## src/rtl/aes_shift_rows_pipe_if.sv

```systemverilog
// Valid/ready word stream carrying an AES state and its ShiftRows direction flag.
// The master drives valid/data/inverse; the slave answers with ready.
interface aes_shift_rows_pipe_if #(
   parameter int unsigned W = 128
);
   logic         valid;
   logic         ready;
   logic [W-1:0] data;
   logic         inverse;

   modport master (output valid, output data, output inverse, input ready);
   modport slave  (input valid, input data, input inverse, output ready);
endinterface

```

## src/rtl/aes_shift_rows_pipe.sv

```systemverilog
// Pipelined Rijndael ShiftRows/InvShiftRows for NB = 4/6/8 columns, with an
// elastic valid/ready register chain of PIPE_DEPTH stages.
module aes_shift_rows_pipe #(
   parameter int unsigned NB               = 4,
   parameter int unsigned PIPE_DEPTH       = 2,
   parameter bit          ROW_OFFSETS_AUTO = 1'b1
) (
   input  logic                  clk,
   input  logic                  rst,
   input  logic                  flush,
   aes_shift_rows_pipe_if.slave  in_bus,
   aes_shift_rows_pipe_if.master out_bus,
   output logic [2:0]            occupancy
);

   localparam int unsigned W      = 32 * NB;
   localparam int unsigned NBYTES = 4 * NB;

   if (!(NB == 4 || NB == 6 || NB == 8)) begin : g_bad_nb
      $error("aes_shift_rows_pipe: NB must be 4, 6 or 8");
   end
   if (PIPE_DEPTH < 1 || PIPE_DEPTH > 4) begin : g_bad_depth
      $error("aes_shift_rows_pipe: PIPE_DEPTH must be 1..4");
   end

   function automatic int unsigned row_off(input int unsigned r);
      if (!ROW_OFFSETS_AUTO) return r;
      case (r)
         0:       return 0;
         1:       return 1;
         2:       return (NB == 8) ? 3 : 2;
         default: return (NB == 8) ? 4 : 3;
      endcase
   endfunction

   logic [W-1:0]            perm;
   logic [PIPE_DEPTH-1:0]   valid;
   logic [W-1:0]            data [PIPE_DEPTH];
   logic                    inv  [PIPE_DEPTH];
   logic [PIPE_DEPTH-1:0]   ready;
   logic [PIPE_DEPTH-1:0]   up_valid;
   logic [W-1:0]            up_data [PIPE_DEPTH];
   logic                    up_inv  [PIPE_DEPTH];
   logic                    full_from;
   logic                    accept;

   // Byte k sits at row k%4, column k/4; pick the source column per row offset.
   always_comb begin
      perm = '0;
      for (int unsigned k = 0; k < NBYTES; k++) begin
         int unsigned r, c, sc;
         r  = k % 4;
         c  = k / 4;
         sc = in_bus.inverse ? (c + NB - row_off(r)) % NB : (c + row_off(r)) % NB;
         perm[(NBYTES-1-k)*8 +: 8] = in_bus.data[(NBYTES-1-(sc*4+r))*8 +: 8];
      end
   end

   // ready_i = ~valid_i | ready_{i+1} unrolled: a stage blocks only when it and
   // every stage after it are full and the consumer stalls.
   always_comb begin
      full_from = 1'b1;
      ready     = '0;
      for (int unsigned i = 0; i < PIPE_DEPTH; i++) begin
         full_from = 1'b1;
         for (int unsigned j = i; j < PIPE_DEPTH; j++) full_from = full_from & valid[j];
         ready[i] = ~full_from | out_bus.ready;
      end
   end

   assign in_bus.ready = ready[0] & ~flush & ~rst;
   assign accept       = in_bus.valid & in_bus.ready;

   always_comb begin
      up_valid[0] = accept;
      up_data[0]  = perm;
      up_inv[0]   = in_bus.inverse;
      for (int unsigned i = 1; i < PIPE_DEPTH; i++) begin
         up_valid[i] = valid[i-1];
         up_data[i]  = data[i-1];
         up_inv[i]   = inv[i-1];
      end
   end

   always_ff @(posedge clk or posedge rst) begin
      if (rst) begin
         valid <= '0;
         for (int unsigned i = 0; i < PIPE_DEPTH; i++) begin
            data[i] <= '0;
            inv[i]  <= 1'b0;
         end
      end else if (flush) begin
         valid <= '0;
      end else begin
         for (int unsigned i = 0; i < PIPE_DEPTH; i++) begin
            if (ready[i]) begin
               valid[i] <= up_valid[i];
               if (up_valid[i]) begin
                  data[i] <= up_data[i];
                  inv[i]  <= up_inv[i];
               end
            end
         end
      end
   end

   assign out_bus.valid   = valid[PIPE_DEPTH-1];
   assign out_bus.data    = data[PIPE_DEPTH-1];
   assign out_bus.inverse = inv[PIPE_DEPTH-1];

   always_comb begin
      occupancy = '0;
      for (int unsigned i = 0; i < PIPE_DEPTH; i++) occupancy = occupancy + {2'b00, valid[i]};
   end

endmodule

```

## src/flat_wrapper.sv

```systemverilog
// flat-port wrapper written by rule: the top's interface ports become plain ports
module aes_shift_rows_pipe_flat 
#(
   parameter int unsigned NB               = 4,
   parameter int unsigned PIPE_DEPTH       = 2,
   parameter bit          ROW_OFFSETS_AUTO = 1'b1
)
  (clk, rst, flush, occupancy, in_bus_valid, in_bus_data, in_bus_inverse, in_bus_ready, out_bus_valid, out_bus_data, out_bus_inverse, out_bus_ready);
  aes_shift_rows_pipe_if #(.W(128)) in_bus_i ();
  aes_shift_rows_pipe_if #(.W(128)) out_bus_i ();
  input  logic clk;
  input  logic rst;
  input  logic flush;
  output logic [2:0] occupancy;
  input wire logic [$bits(in_bus_i.valid)-1:0] in_bus_valid;
  input wire logic [$bits(in_bus_i.data)-1:0] in_bus_data;
  input wire logic [$bits(in_bus_i.inverse)-1:0] in_bus_inverse;
  output wire logic [$bits(in_bus_i.ready)-1:0] in_bus_ready;
  output wire logic [$bits(out_bus_i.valid)-1:0] out_bus_valid;
  output wire logic [$bits(out_bus_i.data)-1:0] out_bus_data;
  output wire logic [$bits(out_bus_i.inverse)-1:0] out_bus_inverse;
  input wire logic [$bits(out_bus_i.ready)-1:0] out_bus_ready;
  assign in_bus_i.valid = in_bus_valid;
  assign in_bus_i.data = in_bus_data;
  assign in_bus_i.inverse = in_bus_inverse;
  assign in_bus_ready = in_bus_i.ready;
  assign out_bus_valid = out_bus_i.valid;
  assign out_bus_data = out_bus_i.data;
  assign out_bus_inverse = out_bus_i.inverse;
  assign out_bus_i.ready = out_bus_ready;
  aes_shift_rows_pipe #(.NB(NB), .PIPE_DEPTH(PIPE_DEPTH), .ROW_OFFSETS_AUTO(ROW_OFFSETS_AUTO)) u_core (.clk(clk), .rst(rst), .flush(flush), .in_bus(in_bus_i), .out_bus(out_bus_i), .occupancy(occupancy));
endmodule
```

## config.mk

```make
export PLATFORM = sky130hd
export DESIGN_NAME = aes_shift_rows_pipe_flat
export DESIGN_NICKNAME = d
export VERILOG_FILES = /design/src/rtl/aes_shift_rows_pipe_if.sv /design/src/rtl/aes_shift_rows_pipe.sv /design/src/flat_wrapper.sv
export SDC_FILE = /design/constraint.sdc
export NUM_CORES = 1
export LEC_CHECK = 0
export ABC_AREA = 1
export CORE_MARGIN = 4
export CORE_UTILIZATION = 30
export DETAILED_ROUTE_END_ITERATION = 6
export GPL_TIMING_DRIVEN = 0
export RECOVER_POWER = 100
export SETUP_SLACK_MARGIN = 0.05
export SYNTH_ARGS = -nofsm -noshare
export SYNTH_HDL_FRONTEND = slang
export SYNTH_SLANG_ARGS = --single-unit
```

## constraint.sdc

```tcl
create_clock -name clk -period 25.2 [get_ports clk]
set_clock_uncertainty 0.2 [all_clocks]
set_input_delay 6.3 -clock clk [delete_from_list [all_inputs] [get_ports clk]]
set_output_delay 6.3 -clock clk [all_outputs]
set_load 0.1 [all_outputs]
```

== Yosys cells after proc, flatten, opt, wreduce, memory -nomap -nowiden ==
Cells that the tools add are included.
Word-level totals
  flip-flop bits (word level): 260
  word-level logic and storage cells: 52
  bits of input ports: 134
  output and inout bits: 134
Cells by class
  bitwise operators: 10
  reductions and logical operators: 4
  shifts and indexed selects: 8
  muxes and demuxes: 7
  add/sub/neg operators: 17
Operators by type and width (number)
  128-bit by 33-bit variable part select with 8-bit output: 8
  4-bit by 29-bit subtractor with 29-bit output, first input constant: 8
  29-bit by 1-bit adder with 29-bit output, second input constant: 3
  29-bit by 2-bit adder with 29-bit output, second input constant: 3
  2-bit 2-to-1 mux: 5
  3-bit AND reduction: 2
  4-bit by 1-bit adder with 5-bit output, second input constant: 1
  4-bit by 2-bit adder with 5-bit output, second input constant: 1
  1-bit bitwise AND: 4
  1-bit NOT: 4
  2-bit nonzero test: 2
  1-bit by 1-bit adder with 2-bit output: 1
  1-bit 2-to-1 mux: 2
  1-bit OR: 2

== Logic depth before layout (Yosys ltp) ==
Gate-level depths: netlist (run 1).
  word-level depth: 8
  gate-level depth with buffers: 8
  depth with buffers taken out: 6

== Least setup slack after synthesis (run 1) ==
OpenSTA, ideal clock, no wires.
  kind: input port to output port
  start: input port rst
  end: output port in_bus_ready
  arrival time: 12.576 ns
  stages on the path: 4
  buffers on the path: 1
  data required time: 18.700 ns
  path slack: 6.124 ns
  path through: inv_1 -> nand2_1 -> nor2_1 -> buf_2
On the way
  cells in the longest elaborated chain, start to end: 2
Ends and longest elaborated chain
  start, declared: RTL line flat_wrapper.sv:12  | input logic rst;
  1-bit NOT: RTL line aes_shift_rows_pipe.sv:71  | assign in_bus.ready = ready[0] & ~flush & ~rst;
  1-bit bitwise AND: RTL line aes_shift_rows_pipe.sv:71
  end, declared: RTL line flat_wrapper.sv:18  | output wire logic [$bits(in_bus_i.ready)-1:0] in_bus_ready;
No other way between the ends.

== Worst setup path after layout (run 1) ==
Same ends and word-level chain as after synthesis.

==> flow_summary.ini, run 1 <==
[status]
outcome = finished, violations left
violations = capacitance limit, slew limit

[global_routing]
grt_pass1_wl_um = 60000
antenna_found_initial = 10
grt_util_all_layers = 0.174
gr-total-overflow = 0
grt_pass1_vias = 10500
grt_max_degree = 122

[placement]
dpl_worst_slack_ns = 9.26
portBuffers = 266
place_congestion = 0.865
placedCellCount = 2256
dp_hpwl_um = 28700

[layout]
final-instance-count-excl-fill = 2315
regArea_sq_um = 6510
area_delta_synth_final_pct = 35.1
nets = 1899
layout-drive-gt1-share = 0.120
multi_input_area_sq_um = 3610
final_util = 0.411
fillers = 4096

[yosys]
avgSynthCellArea_sq_um = 8.27
netlist_area_sq_um = 12100
synth_cells = 1463
yosys_warnings = 0
synth_seq_cells = 260
synth_cell_types = 17
seq_area_frac_synth = 0.537
synthesis.nets = 1598

[timing]
finalWorstSetupSlack_ns = 7.98
tightestPinTransition_ns = 6.39
maxSlewHeadroom = -3.26
setup-tns-final_ns = 0
fin_crit_sh = 0.683
slew_violations = 167
post-route-min-period_ns = 17.22
setup_violations = 0
finalHoldViolCount = 0
grt_setup_unrepaired = false
fmax_ghz = 0.0581

[detailed_routing]
dr_total_vias = 10200
avgRoutedWirePerCell_um = 16.6
first_iter_violations = 487
top_layer_used = met5
wl_met2_um = 17500
drt_pass1_iterations = 5
via_per_inst = 4.40
final_antenna_net_count = 0
wl_met3_um = 2190
wl_met1_um = 17600
wl_um = 38300
drc_errors = 0

[clock_network]
cts_buffers = 31
root_buffer = clkbuf_16
path_clk_slew_ns = 0.06
cts_resized = 0
cts_sinks = 260
clockBufferDepth = 3
tritoncts = built
post_cts_buffers = 0
clk_latency_ns = 0.56
htreeDepth = 1
hold_buffers = 0

[critical_path]
path_common_cell = dlygate4sd3_1
reg2reg_from = u_core.valid[1]$_DFFE_PP0P_
reg2reg_slack_ns = 22.44
critical_path_required_ns = 18.70
cp-start-kind = primary input
crit_path_start = rst
critPathArrivalTime_ns = 10.72
endpoint_kind = output port
critPathMaxFanout = 97
rr_worst_depth = 7
reg2reg_to = u_core.data[142]$_DFFE_PP0P_
crit_chain = dlygate4sd3_1, clkinvlp_2, buf_16, nand2_1, nor2_1, clkbuf_1, dlygate4sd3_1
max_stage_delay_ns = 1.55
worstSetupEndpoint = in_bus_ready
criticalPathCategory = primary input to output port
slowest_stage = clkinvlp_2

[floorplanning]
coreArea_sq_um = 39800
initial_core_util = 0.304
dieArea_sq_um = 43600
boundaryPins = 268
die_w_um = 209
fp-row-count = 73
die_h_um = 209

[power_and_ir_drop]
power_leakage_nw = 8.55
peakVddDrop_uv = 59.8
power_density_nw_per_um2 = 99.7
p_total_w = 0.00163

[job]
cap_violations = 2

[hold_path]
hold_path.class = flip-flop to flip-flop
-- registers in the layout, summed over array words and instances (netlist names) --
| name | count |
|---|---|
| u_core.data | 128 |
| u_core.inv | 1 |
| u_core.out_bus.data | 128 |
| u_core.out_bus.inverse | 1 |
| u_core.valid | 2 |
-- how the worst min path moves through the flow --
stage,startpoint,end,slack (ns),cells past startpoint
5_1_grt,u_core.data[170]$_DFFE_PP0P_,u_core.data[170]$_DFFE_PP0P_,0.28,2
3_5_place_dp,u_core.data[170]$_DFFE_PP0P_,u_core.data[170]$_DFFE_PP0P_,0.26,2
2_1_floorplan,u_core.data[136]$_DFFE_PP0P_,u_core.data[136]$_DFFE_PP0P_,0.24,2
6_report,u_core.data[203]$_DFFE_PP0P_,u_core.data[203]$_DFFE_PP0P_,0.27,2
4_1_cts,u_core.data[170]$_DFFE_PP0P_,u_core.data[170]$_DFFE_PP0P_,0.27,2
3_3_place_gp,u_core.data[204]$_DFFE_PP0P_,u_core.data[204]$_DFFE_PP0P_,0.25,2
-- through the flow --
step	hold WS [ns]	instance area [sq um]
CTS	0.273	16500
global route	0.284	16400
detailed placement	0.258	15500
floorplan	0.242	12100
finish	0.267	16400
global placement	0.254	15400
-- Yosys cell counts --
master    number  share of area
nand2_1      583           0.18
clkbuf_1      21         0.0065
conb_1         1        0.00031
nor2_1         3        0.00093
buf_6         12          0.011
buf_2         48          0.020
nand3_2        1        0.00083
dfrtp_1      260           0.54
buf_1          2        0.00062
inv_1        131          0.041
nand3_1       66          0.027
inv_2          3        0.00093
ha_1           1         0.0010
o21ai_0       82          0.034
nand4_1       65          0.034
buf_4        136          0.084
o21ai_1       48          0.020
-- where the power goes --
group	switching, W	internal (W)	total [W]
registers	0.0000437	0.000498	0.000542
logic	0.000469	0.000174	0.000642
clock network	0.000176	0.000270	0.000447
total	0.000689	0.000942	0.00163
-- cell families after synthesis --
group                      Yosys count  synth area share
adders and majority gates            1           0.00103
AOI/OAI and AO/OA                  130            0.0537
other                                1          0.000310
and+or+nand+nor                    718             0.243
DFF                                260             0.537
buffers and inverters              353             0.164
-- cells in the final DEF, fill, tap and decap left out, types with 3 or more instances in the layout --
master / instances
buf_6: 3
nand3_1: 67
clkbuf_1: 60
o21ai_0: 124
buf_4: 130
inv_1: 131
dlygate4sd3_1: 135
o21ai_1: 6
dfrtp_1: 260
clkbuf_16: 31
nand4_1: 65
bufinv_16: 4
clkinv_2: 7
clkdlybuf4s50_1: 131
nand2_1: 583
buf_2: 31
nor2_1: 3
diode_2: 7
-- worst max-delay path: cells and delay by family --
family,cells,cell delay (ns)
buffers and inverters,5,4.17
and+or+nand+nor,2,0.22
-- metal layers --
layer,up-vias,track usage
met4,6,0.0538
met3,64,0.0333
met2,308,0.277
met5,-,0
met1,4770,0.240
li1,5034,-
-- cell type report --
class / count / share of cell area
Sequential cell: 260 / 0.398
Multi-Input combinational cell: 850 / 0.221
Timing Repair Buffer: 268 / 0.165
Buffer: 219 / 0.0838
Clock buffer: 39 / 0.0505
Tap cell: 525 / 0.0402
Inverter: 134 / 0.0308
Clock inverter: 13 / 0.0106
Antenna cell: 7 / 0.00107
Power figures use the tool's default switching activity.
==> inputs of run 2 (changes only) <==
clock period = 15 ns   (was 25.2 ns; I/O delays follow)
==> run 2 against run 1 <==
Register-to-register slack worse by 10 ns. The flow still finishes with violations (capacitance limit, slew limit). Setup slack worse by 5.2 ns. Die area stayed put. Via count is 0.17% lower. Power is 68% higher. Critical path depth stayed put. Final area is 0.15% higher. Sequential power is 68% higher. Count of clock-buffer cells in the layout stayed put.
==> flow_summary.ini, run 2 (synthesized netlist as in run 1, its figures left out) <==
[status]
outcome = finished, violations left
violations = capacitance limit, slew limit

[timing]
fmax_ghz = 0.0818
maxSlewHeadroom = -0.449
finalHoldViolCount = 0
grt_setup_unrepaired = false
setup_violations = 0
finalWorstSetupSlack_ns = 2.77
post-route-min-period_ns = 12.23
fin_crit_sh = 0.815
holdWs_ns = 0.267
tightestPinTransition_ns = 2.16
slew_violations = 44

[critical_path]
crit_family = buffers and inverters
path_common_cell = dlygate4sd3_1
max_stage_delay_ns = 1.63
critPathArrivalTime_ns = 8.28
cp_num_buf_inv = 5
crit_chain = dlygate4sd3_1, clkinvlp_2, buf_16, nand2_1, nor2_1, clkbuf_1, dlygate4sd3_1
cp-start-kind = primary input
endpoint_kind = output port
reg2reg_to = u_core.data[142]$_DFFE_PP0P_
slowest_stage = clkinvlp_2
reg2reg_slack_ns = 12.26
reg2reg_from = u_core.valid[1]$_DFFE_PP0P_
criticalPathCategory = primary input to output port
critical_path_required_ns = 11.05
critPathMaxFanout = 97
rr_worst_depth = 7

[placement]
dp_hpwl_um = 28700
place_congestion = 0.865
placedCellCount = 2256
dpl_worst_slack_ns = 4.16
portBuffers = 266

[global_routing]
gr-total-overflow = 0
antenna_found_initial = 10
grt_pass1_vias = 10500
grt_pass1_wl_um = 60000
grt_max_degree = 122
grt_util_all_layers = 0.174

[layout]
layout_commonest_cell = nand2_1
top_regs = u_core.data: 128 flops, u_core.out_bus.data: 128 flops, u_core.valid: 2 flops
nets = 1899
area_delta_synth_final_pct = 35.3
mostFrequentLayoutCells = nand2_1, dfrtp_1, dlygate4sd3_1
final-instance-count-excl-fill = 2315
layout-drive-gt1-share = 0.121

[hold_path]
hold_path.class = flip-flop to flip-flop
min_to = u_core.data[203]$_DFFE_PP0P_
hold_start = u_core.data[203]$_DFFE_PP0P_
whs_path_depth = 2

[floorplanning]
dieArea_sq_um = 43600
die_h_um = 209
fp-row-count = 73
die_w_um = 209
coreArea_sq_um = 39800
initial_core_util = 0.304
boundaryPins = 268

[detailed_routing]
final_antenna_net_count = 0
dr_total_vias = 10200
drc_errors = 0
avgRoutedWirePerCell_um = 16.6
via_per_inst = 4.39
drt_pass1_iterations = 5
first_iter_violations = 503
wl_um = 38400

[clock_network]
post_cts_buffers = 0
path_clk_slew_ns = 0.06
cts_buffers = 31
root_buffer = clkbuf_16
clk_latency_ns = 0.56
htreeDepth = 1
clockBufferDepth = 3
tritoncts = built
cts_sinks = 260
cts_resized = 0
hold_buffers = 0

[power_and_ir_drop]
peakVddDrop_uv = 101
power_density_nw_per_um2 = 167
power_leakage_nw = 8.56
p_total_w = 0.00274

[job]
cap_violations = 1
run 2: worst max path at each step:
| stage | startpoint | end | slack [ns] | cells past startpoint |
|---|---|---|---|---|
| floorplan | rst | in_bus_ready | 1.02 | 4 |
| global placement | rst | in_bus_ready | -2.83 | 6 |
| detailed placement | rst | in_bus_ready | 4.16 | 7 |
| CTS | rst | in_bus_ready | 4.16 | 7 |
| global route | rst | in_bus_ready | 2.15 | 7 |
| finish | rst | in_bus_ready | 2.77 | 7 |
run 2: per-layer routing:
metal / up-vias / part of all wire / track usage
li1: 5035 / - / -
met1: 4751 / 0.46 / 0.240
met2: 314 / 0.46 / 0.277
met3: 59 / 0.059 / 0.0333
met4: 6 / 0.025 / 0.0538
met5: - / 0.0012 / 0
run 2: power breakdown:
| group | internal [W] | switching [W] | total [W] |
|---|---|---|---|
| registers | 0.000836 | 0.0000736 | 0.000910 |
| logic | 0.000292 | 0.000788 | 0.00108 |
| clock network | 0.000454 | 0.000296 | 0.000751 |
| total | 0.00158 | 0.00116 | 0.00274 |
run 2: through the flow:
stage	cell area, sq um	setup TNS, ns	utilization
2_1_floorplan	12100	0	-
3_3_place_gp	15400	-2.83	0.387
3_5_place_dp	15500	0	0.389
4_1_cts	16500	0	0.414
5_1_grt	16400	0	0.411
6_report	16400	0	0.411
run 2: cell type report:
type                       count  area, sq um
fill                        4095        23400
clock buffer                  39          826
sequential                   260         6510
tap                          525          657
clock inverter                13          174
multi-input combinational    850         3610
timing repair buffer         268         2720
buffer                       219         1370
antenna                        7         17.5
inverter                     134          504
run 2: tightest hold or removal path, stage by stage, from the launching register on:
cell,delay [ns]
dfrtp_1,0.34
nand2_1,0.05
nand2_1,0.04
